--- config.mk ---
export PLATFORM = sky130hd
export DESIGN_NAME = dm_arbiter_flat
export DESIGN_NICKNAME = d
export VERILOG_FILES = /design/src/rtl/dm_arbiter_if.sv /design/src/rtl/dm_arbiter.sv /design/src/flat_wrapper.sv
export SDC_FILE = /design/constraint.sdc
export NUM_CORES = 1
export LEC_CHECK = 0
export CAP_MARGIN = 15
export CORE_AREA = 2 2 118 120
export CTS_BUF_LIST = sky130_fd_sc_hd__clkbuf_8 sky130_fd_sc_hd__clkbuf_16
export DETAILED_ROUTE_END_ITERATION = 8
export DIE_AREA = 0 0 120 122
export PLACE_DENSITY = 0.55
export REMOVE_ABC_BUFFERS = 1
export SLEW_MARGIN = 20
export SYNTH_ARGS = -nofsm -noshare
export SYNTH_HDL_FRONTEND = slang
export SYNTH_SLANG_ARGS = --single-unit
--- constraint.sdc ---
create_clock -name i_clk -period 2.5 [get_ports i_clk]
set_clock_uncertainty 0.05 [all_clocks]
set_input_delay 0.5 -clock i_clk [delete_from_list [all_inputs] [get_ports i_clk]]
set_output_delay 0.5 -clock i_clk [all_outputs]
set_load 0.005 [all_outputs]
--- src/rtl/dm_arbiter_if.sv ---
// rtl/dm_arbiter_if.sv - cpu/ext request ports, DM drive and status bundle for dm_arbiter
// Optional statistics outputs appear only when DM_ARB_STATS_EN is defined.
interface dm_arbiter_if
`ifdef DM_ARB_STATS_EN
  #(parameter int CNT_W = 16)
`endif
  ;
  logic        cpu_req;
  logic        cpu_wr;
  logic [31:0] cpu_addr;
  logic [31:0] cpu_wd;
  logic [2:0]  cpu_op;
  logic [31:0] cpu_rd;
  logic        cpu_done;
  logic        cpu_stall;

  logic        ext_req;
  logic        ext_wr;
  logic [31:0] ext_addr;
  logic [31:0] ext_wd;
  logic [2:0]  ext_op;
  logic [31:0] ext_rd;
  logic        ext_done;

  logic [31:0] dm_A;
  logic [31:0] dm_WD;
  logic [2:0]  dm_op;
  logic        dm_wr;
  logic [31:0] dm_rdata;
  logic        misalign;

`ifdef DM_ARB_STATS_EN
  logic [CNT_W-1:0] stat_cpu_acc;
  logic [CNT_W-1:0] stat_ext_acc;
  logic [CNT_W-1:0] stat_conflict;
`endif

  modport slave (
    input  cpu_req, cpu_wr, cpu_addr, cpu_wd, cpu_op,
    output cpu_rd, cpu_done, cpu_stall,
    input  ext_req, ext_wr, ext_addr, ext_wd, ext_op,
    output ext_rd, ext_done,
    output dm_A, dm_WD, dm_op, dm_wr, misalign,
    input  dm_rdata
`ifdef DM_ARB_STATS_EN
    , output stat_cpu_acc, stat_ext_acc, stat_conflict
`endif
  );

  modport master (
    output cpu_req, cpu_wr, cpu_addr, cpu_wd, cpu_op,
    input  cpu_rd, cpu_done, cpu_stall,
    output ext_req, ext_wr, ext_addr, ext_wd, ext_op,
    input  ext_rd, ext_done,
    input  dm_A, dm_WD, dm_op, dm_wr, misalign,
    output dm_rdata
`ifdef DM_ARB_STATS_EN
    , input stat_cpu_acc, stat_ext_acc, stat_conflict
`endif
  );
endinterface

--- src/rtl/dm_arbiter.sv ---
// rtl/dm_arbiter.sv - round-robin cpu/ext arbiter for the single-port data memory
// Optional DM_ARB_STATS_EN adds saturating access/conflict counters.
module dm_arbiter #(
  parameter int LAT = 1
`ifdef DM_ARB_STATS_EN
  , parameter int CNT_W = 16
`endif
) (
  input  logic          i_clk,
  input  logic          i_rst_n,
  dm_arbiter_if.slave   io_bus
);
  typedef enum logic [1:0] {S_IDLE, S_BUSY_CPU, S_BUSY_EXT} state_t;

  localparam logic [3:0] C_LAST = 4'(LAT - 1);
  localparam logic [2:0] OP_W  = 3'd0;
  localparam logic [2:0] OP_H  = 3'd1;
  localparam logic [2:0] OP_HU = 3'd2;
  localparam logic [2:0] OP_B  = 3'd3;
  localparam logic [2:0] OP_BU = 3'd4;

  state_t      r_state;
  logic [3:0]  r_cnt;
  logic        r_last_cpu;
  logic        r_wr;
  logic [31:0] r_addr;
  logic [31:0] r_wd;
  logic [2:0]  r_op;

  logic        w_idle, w_gnt_cpu, w_gnt_ext, w_sel_cpu, w_active, w_final;
  logic        w_wr, w_known, w_aligned, w_ok;
  logic [31:0] w_addr, w_wd, w_rdv;
  logic [2:0]  w_op;

  // The grant cycle is access cycle 0, so the bus is fed straight from the winner
  // while idle and from the latched copy afterwards.
  always_comb begin
    w_idle    = (r_state == S_IDLE);
    w_gnt_cpu = w_idle & io_bus.cpu_req & (~io_bus.ext_req | ~r_last_cpu);
    w_gnt_ext = w_idle & io_bus.ext_req & ~w_gnt_cpu;
    w_sel_cpu = w_idle ? w_gnt_cpu : (r_state == S_BUSY_CPU);
    w_active  = i_rst_n & (w_idle ? (w_gnt_cpu | w_gnt_ext) : 1'b1);
    if (!w_idle) begin
      w_wr = r_wr;  w_addr = r_addr;  w_wd = r_wd;  w_op = r_op;
    end else if (w_gnt_cpu) begin
      w_wr = io_bus.cpu_wr;  w_addr = io_bus.cpu_addr;
      w_wd = io_bus.cpu_wd;  w_op   = io_bus.cpu_op;
    end else begin
      w_wr = io_bus.ext_wr;  w_addr = io_bus.ext_addr;
      w_wd = io_bus.ext_wd;  w_op   = io_bus.ext_op;
    end
    w_final = w_active & (w_idle ? (C_LAST == 4'd0) : (r_cnt == C_LAST));

    w_known   = 1'b1;
    w_aligned = 1'b1;
    case (w_op)
      OP_W:         w_aligned = (w_addr[1:0] == 2'b00);
      OP_H, OP_HU:  w_aligned = ~w_addr[0];
      OP_B, OP_BU:  w_aligned = 1'b1;
      default:      w_known   = 1'b0;
    endcase
    w_ok  = w_known & w_aligned;
    w_rdv = (w_final & ~w_wr & w_ok) ? io_bus.dm_rdata : 32'd0;
  end

  assign io_bus.dm_A      = w_active ? w_addr : 32'd0;
  assign io_bus.dm_WD     = w_active ? w_wd   : 32'd0;
  assign io_bus.dm_op     = w_active ? w_op   : 3'd0;
  assign io_bus.dm_wr     = w_final & w_wr & w_ok;
  assign io_bus.misalign  = w_final & w_known & ~w_aligned;
  assign io_bus.cpu_done  = w_final & w_sel_cpu;
  assign io_bus.ext_done  = w_final & ~w_sel_cpu;
  assign io_bus.cpu_rd    = w_sel_cpu ? w_rdv : 32'd0;
  assign io_bus.ext_rd    = w_sel_cpu ? 32'd0 : w_rdv;
  assign io_bus.cpu_stall = io_bus.cpu_req & ~io_bus.cpu_done;

  always_ff @(posedge i_clk or negedge i_rst_n) begin
    if (!i_rst_n) begin
      r_state    <= S_IDLE;
      r_cnt      <= 4'd0;
      r_last_cpu <= 1'b0;
      r_wr       <= 1'b0;
      r_addr     <= 32'd0;
      r_wd       <= 32'd0;
      r_op       <= 3'd0;
    end else begin
      case (r_state)
        S_IDLE: begin
          if (w_gnt_cpu | w_gnt_ext) begin
            r_last_cpu <= w_gnt_cpu;
            r_wr       <= w_wr;
            r_addr     <= w_addr;
            r_wd       <= w_wd;
            r_op       <= w_op;
            if (C_LAST != 4'd0) begin
              r_state <= w_gnt_cpu ? S_BUSY_CPU : S_BUSY_EXT;
              r_cnt   <= 4'd1;
            end
          end
        end
        default: begin
          if (r_cnt == C_LAST) begin
            r_state <= S_IDLE;
            r_cnt   <= 4'd0;
          end else begin
            r_cnt <= r_cnt + 4'd1;
          end
        end
      endcase
    end
  end

`ifdef DM_ARB_STATS_EN
  logic [CNT_W-1:0] r_stat_cpu, r_stat_ext, r_stat_conf;

  always_ff @(posedge i_clk or negedge i_rst_n) begin
    if (!i_rst_n) begin
      r_stat_cpu  <= '0;
      r_stat_ext  <= '0;
      r_stat_conf <= '0;
    end else begin
      if (io_bus.cpu_done && !(&r_stat_cpu))
        r_stat_cpu <= r_stat_cpu + 1'b1;
      if (io_bus.ext_done && !(&r_stat_ext))
        r_stat_ext <= r_stat_ext + 1'b1;
      // Only one side is ever served per cycle, so both requesting means one waits.
      if (io_bus.cpu_req && io_bus.ext_req && !(&r_stat_conf))
        r_stat_conf <= r_stat_conf + 1'b1;
    end
  end

  assign io_bus.stat_cpu_acc  = r_stat_cpu;
  assign io_bus.stat_ext_acc  = r_stat_ext;
  assign io_bus.stat_conflict = r_stat_conf;
`endif
endmodule

--- src/flat_wrapper.sv ---
// flat-port wrapper written by rule: the top's interface ports become plain ports
module dm_arbiter_flat 
#(
  parameter int LAT = 1

)
  (i_clk, i_rst_n, io_bus_cpu_req, io_bus_cpu_wr, io_bus_cpu_addr, io_bus_cpu_wd, io_bus_cpu_op, io_bus_cpu_rd, io_bus_cpu_done, io_bus_cpu_stall, io_bus_ext_req, io_bus_ext_wr, io_bus_ext_addr, io_bus_ext_wd, io_bus_ext_op, io_bus_ext_rd, io_bus_ext_done, io_bus_dm_A, io_bus_dm_WD, io_bus_dm_op, io_bus_dm_wr, io_bus_misalign, io_bus_dm_rdata);
  dm_arbiter_if io_bus_i ();
  input  logic i_clk;
  input  logic i_rst_n;
  input wire logic [$bits(io_bus_i.cpu_req)-1:0] io_bus_cpu_req;
  input wire logic [$bits(io_bus_i.cpu_wr)-1:0] io_bus_cpu_wr;
  input wire logic [$bits(io_bus_i.cpu_addr)-1:0] io_bus_cpu_addr;
  input wire logic [$bits(io_bus_i.cpu_wd)-1:0] io_bus_cpu_wd;
  input wire logic [$bits(io_bus_i.cpu_op)-1:0] io_bus_cpu_op;
  output wire logic [$bits(io_bus_i.cpu_rd)-1:0] io_bus_cpu_rd;
  output wire logic [$bits(io_bus_i.cpu_done)-1:0] io_bus_cpu_done;
  output wire logic [$bits(io_bus_i.cpu_stall)-1:0] io_bus_cpu_stall;
  input wire logic [$bits(io_bus_i.ext_req)-1:0] io_bus_ext_req;
  input wire logic [$bits(io_bus_i.ext_wr)-1:0] io_bus_ext_wr;
  input wire logic [$bits(io_bus_i.ext_addr)-1:0] io_bus_ext_addr;
  input wire logic [$bits(io_bus_i.ext_wd)-1:0] io_bus_ext_wd;
  input wire logic [$bits(io_bus_i.ext_op)-1:0] io_bus_ext_op;
  output wire logic [$bits(io_bus_i.ext_rd)-1:0] io_bus_ext_rd;
  output wire logic [$bits(io_bus_i.ext_done)-1:0] io_bus_ext_done;
  output wire logic [$bits(io_bus_i.dm_A)-1:0] io_bus_dm_A;
  output wire logic [$bits(io_bus_i.dm_WD)-1:0] io_bus_dm_WD;
  output wire logic [$bits(io_bus_i.dm_op)-1:0] io_bus_dm_op;
  output wire logic [$bits(io_bus_i.dm_wr)-1:0] io_bus_dm_wr;
  output wire logic [$bits(io_bus_i.misalign)-1:0] io_bus_misalign;
  input wire logic [$bits(io_bus_i.dm_rdata)-1:0] io_bus_dm_rdata;
  assign io_bus_i.cpu_req = io_bus_cpu_req;
  assign io_bus_i.cpu_wr = io_bus_cpu_wr;
  assign io_bus_i.cpu_addr = io_bus_cpu_addr;
  assign io_bus_i.cpu_wd = io_bus_cpu_wd;
  assign io_bus_i.cpu_op = io_bus_cpu_op;
  assign io_bus_cpu_rd = io_bus_i.cpu_rd;
  assign io_bus_cpu_done = io_bus_i.cpu_done;
  assign io_bus_cpu_stall = io_bus_i.cpu_stall;
  assign io_bus_i.ext_req = io_bus_ext_req;
  assign io_bus_i.ext_wr = io_bus_ext_wr;
  assign io_bus_i.ext_addr = io_bus_ext_addr;
  assign io_bus_i.ext_wd = io_bus_ext_wd;
  assign io_bus_i.ext_op = io_bus_ext_op;
  assign io_bus_ext_rd = io_bus_i.ext_rd;
  assign io_bus_ext_done = io_bus_i.ext_done;
  assign io_bus_dm_A = io_bus_i.dm_A;
  assign io_bus_dm_WD = io_bus_i.dm_WD;
  assign io_bus_dm_op = io_bus_i.dm_op;
  assign io_bus_dm_wr = io_bus_i.dm_wr;
  assign io_bus_misalign = io_bus_i.misalign;
  assign io_bus_i.dm_rdata = io_bus_dm_rdata;
  dm_arbiter #(.LAT(LAT)) u_core (.i_clk(i_clk), .i_rst_n(i_rst_n), .io_bus(io_bus_i));
endmodule
==> metrics.md <==
| Metric | Value |
|---|---|
| Worst hold-check path type | in2async |
| Pin count of the biggest net entering global routing | 27 |
| Synth cell types | 34 |
| DRC viols | 0 |
| DIE WIDTH | 120 um |
| Violated checks | setup timing |
| Number of buffers and inverters on the critical path | 5 |
| Number of ports placed on the die boundary | between 300 and 400 |
| Number of failing setup endpoints in the final timing report | 10 |
| Count of buffers inserted at the top-level ports | 307 |
| Global-route wire length before repair | 20,000 um |
| Total leakage power | roughly 0.0028 uW |
| Commonest cells after routing, fill and taps aside | 164 x clkdlybuf4s50_1, 67 x dlygate4sd2_1, 62 x a22o_1, 37 x buf_2, 35 x nor3_2 |
| CP peak stage delay | approximately 600 ps |
| Final Slew Violations | 0 |
| Register with the most flip-flops | u_core.r_last_cpu |
| CP top delay family | simple AND/OR/NAND/NOR gates |
| Sequential element share of the synthesized area | around 1.5% |
| Full die area | between 10,000 and 15,000 um^2 |
| Core Footprint | approximately 14,000 um^2 |
| Top Registers | u_core.r_last_cpu (1) |
| Total Neg Setup Slack | -354 ps |
| Max FFs per register | 1 |
| Min Tclk post-route | 2550 ps |
| WL/cell | 18.2 um |
| Critical path, cell by cell | buf_8 > a21boi_4 > or4b_4 > buf_12 > buf_16 > buf_8 > nor3_4 > buf_2 |
| Share of cells above drive strength 1 | 32.8% |
| Vias | around 3,400 |
| Final Cycle Share | 102% |
| Initial detailed-routing violation count | 109 |
| Pre-CTS setup slack | -674 ps |
| Number of antenna violations at the first check in global routing | 5 |
| Critical Setup Path Class | in2out |
| Maximum fanout along the worst path | 4 |
| Run status | finished, violations left |
| Nature of the critical path startpoint | primary input |
| Number of cells produced by synthesis | 233 |
| Data arrival, critical path | 2000 ps |
| FFs w/ async S/R, synth | 100% |
| Via count of the first global-routing pass | 3,489 |
| Die Ht | 122 um |
| Initial Util | 12.1% |
| Worst-path clk slew | 0 ps |
| Max-slew headroom | 82.3% |
| Most common cell after layout, fill and taps aside | clkdlybuf4s50_1 |
| Worst skew pair latency | 0 ps |
| Placed wire-length estimate after detailed placement | 10,300 um |
| Worst setup path startpoint | io_bus_cpu_req |
| Weighted congestion reported at the end of routability-driven placement | 0.824 |
| Achievable frequency | 392 MHz |
| Utilization after layout | 42.3% |
| P per Cell Area | 169 nW/um^2 |
| Detail Route Antenna Nets | 0 |
| Synthesized cell area | 1640 um^2 |
| Router iterations before antenna repair | 4 |
| Total GRT Usage | 17.4% |
| Beginning of the worst register-to-register path | u_core.r_last_cpu$_DFFE_PN0N_ |
| Number of hold buffers added after cts | 0 |
| Number of synthesized flops with an enable pin | 0 |
| Core Rows | 43 |
| Overflow after GRT | 0 |
| Mean Syn Cell Area | 7.03 um^2 |
| Number of warnings printed during yosys synthesis | 0 |
| Routed WL | 14,100 um |
| Synthesis-to-layout area growth | 248% |
| CP most frequent cell | buf_8 |
| Top FF cell, synth | dfrtp_1 |
| Setup repair after global routing missed its margin | yes |
| Max stage delay cell, worst path | or4b_4 |
| Maximum ir drop on the vdd rail | 0.0000569 V |
| Count of state elements after synthesis | 1 |
| Vias per cell | between 4 and 5 |
| Element type at the critical path end | primary output |
| Actual slew at the worst max-slew pin | roughly 260 ps |
| Worst EP required | 1950 ps |
| NumNets Final | between 700 and 800 |
| Worst Setup Slack, final | -49.3 ps |
| Hold violation total from the final report | 0 |
| Maximum Capacitance Violations | 0 |
[per-stage QoR]
| stage | area, um^2 | hold slack (ps) | std cells | total power, uW |
|---|---|---|---|---|
| 5_1_grt | 5700 | 406 | 771 | 1030 |
| 4_1_cts | 5630 | 379 | 771 | 953 |
| 6_report | 5710 | 377 | 773 | 962 |
| 2_1_floorplan | 1470 | 154 | 207 | 238 |
| 3_5_place_dp | 5080 | 546 | 723 | 843 |
| 3_3_place_gp | 5080 | 523 | 723 | 841 |
[per-layer routing]
| metal | track usage, % | vias to the layer above | part of all wire [%] |
|---|---|---|---|
| met5 | 0 | - | 0.12 |
| met4 | 1.91 | 2 | 1.1 |
| met3 | 5.06 | 11 | 9.4 |
| met2 | 32.2 | 191 | 52 |
| met1 | 20.4 | 1565 | 38 |
| li1 | - | 1593 | - |
[report_power, final]
| group | internal (uW) | switching [uW] |
|---|---|---|
| clock | 0.000214 | 0 |
| combinational | 592 | 350 |
| sequential | 18.1 | 1.89 |
| total | 610 | 352 |
[layout make-up]
cell class                 instances  area, um^2
tap                              180         225
inverter                          35         134
fill                            1362        7800
timing repair buffer             382        3740
antenna                            4        10.0
sequential                         1        25.0
multi-input combinational        171        1580
[path summary, 6_finish.rpt]
kind                                            endpoint  depth (start not counted)  slack, ps
setup / recovery                       io_bus_ext_rd[10]                          8        -50
hold / removal             u_core.r_last_cpu$_DFFE_PN0N_                          2        380
setup reg to reg           u_core.r_last_cpu$_DFFE_PN0N_                          2       1670
hold reg to reg            u_core.r_last_cpu$_DFFE_PN0N_                          2        590
max in group asynchronous  u_core.r_last_cpu$_DFFE_PN0N_                          2       1930
min in group i_clk         u_core.r_last_cpu$_DFFE_PN0N_                          2        590
[synthesized netlist by cell type (2+ instances only)]
library cell / instances / share of area, %
a22o_1: 62 / 33
nor3_1: 34 / 10
inv_1: 33 / 7.6
nor3_2: 30 / 18
clkbuf_1: 13 / 3.0
nand2_1: 11 / 2.5
a21oi_1: 6 / 1.8
buf_2: 6 / 1.8
a21bo_2: 3 / 1.8
buf_12: 3 / 3.7
buf_4: 3 / 1.4
nand2b_1: 3 / 1.1
a211oi_1: 2 / 0.92
inv_2: 2 / 0.46
nor2b_1: 2 / 0.76
or3b_2: 2 / 1.1
[repair_timing]
item	in CTS	in global routing
setup buffers	40	5
gates resized for setup	329	73
cloned	9	0
endpoints found under the setup margin	136	74
pin swaps	13	10
[cell families (layout without fill, tap and decap cells)]
family          after synthesis  count (layout)  synth area share [%]
buf+inv                      61             417                  18.6
simple gates                 88              88                  37.2
flops                         1               1                  1.53
compound gates               82              82                  42.1
other cells                   0               4                     0
mux                           1               1                 0.611
No activity file was read; power rests on OpenSTA's default activity.
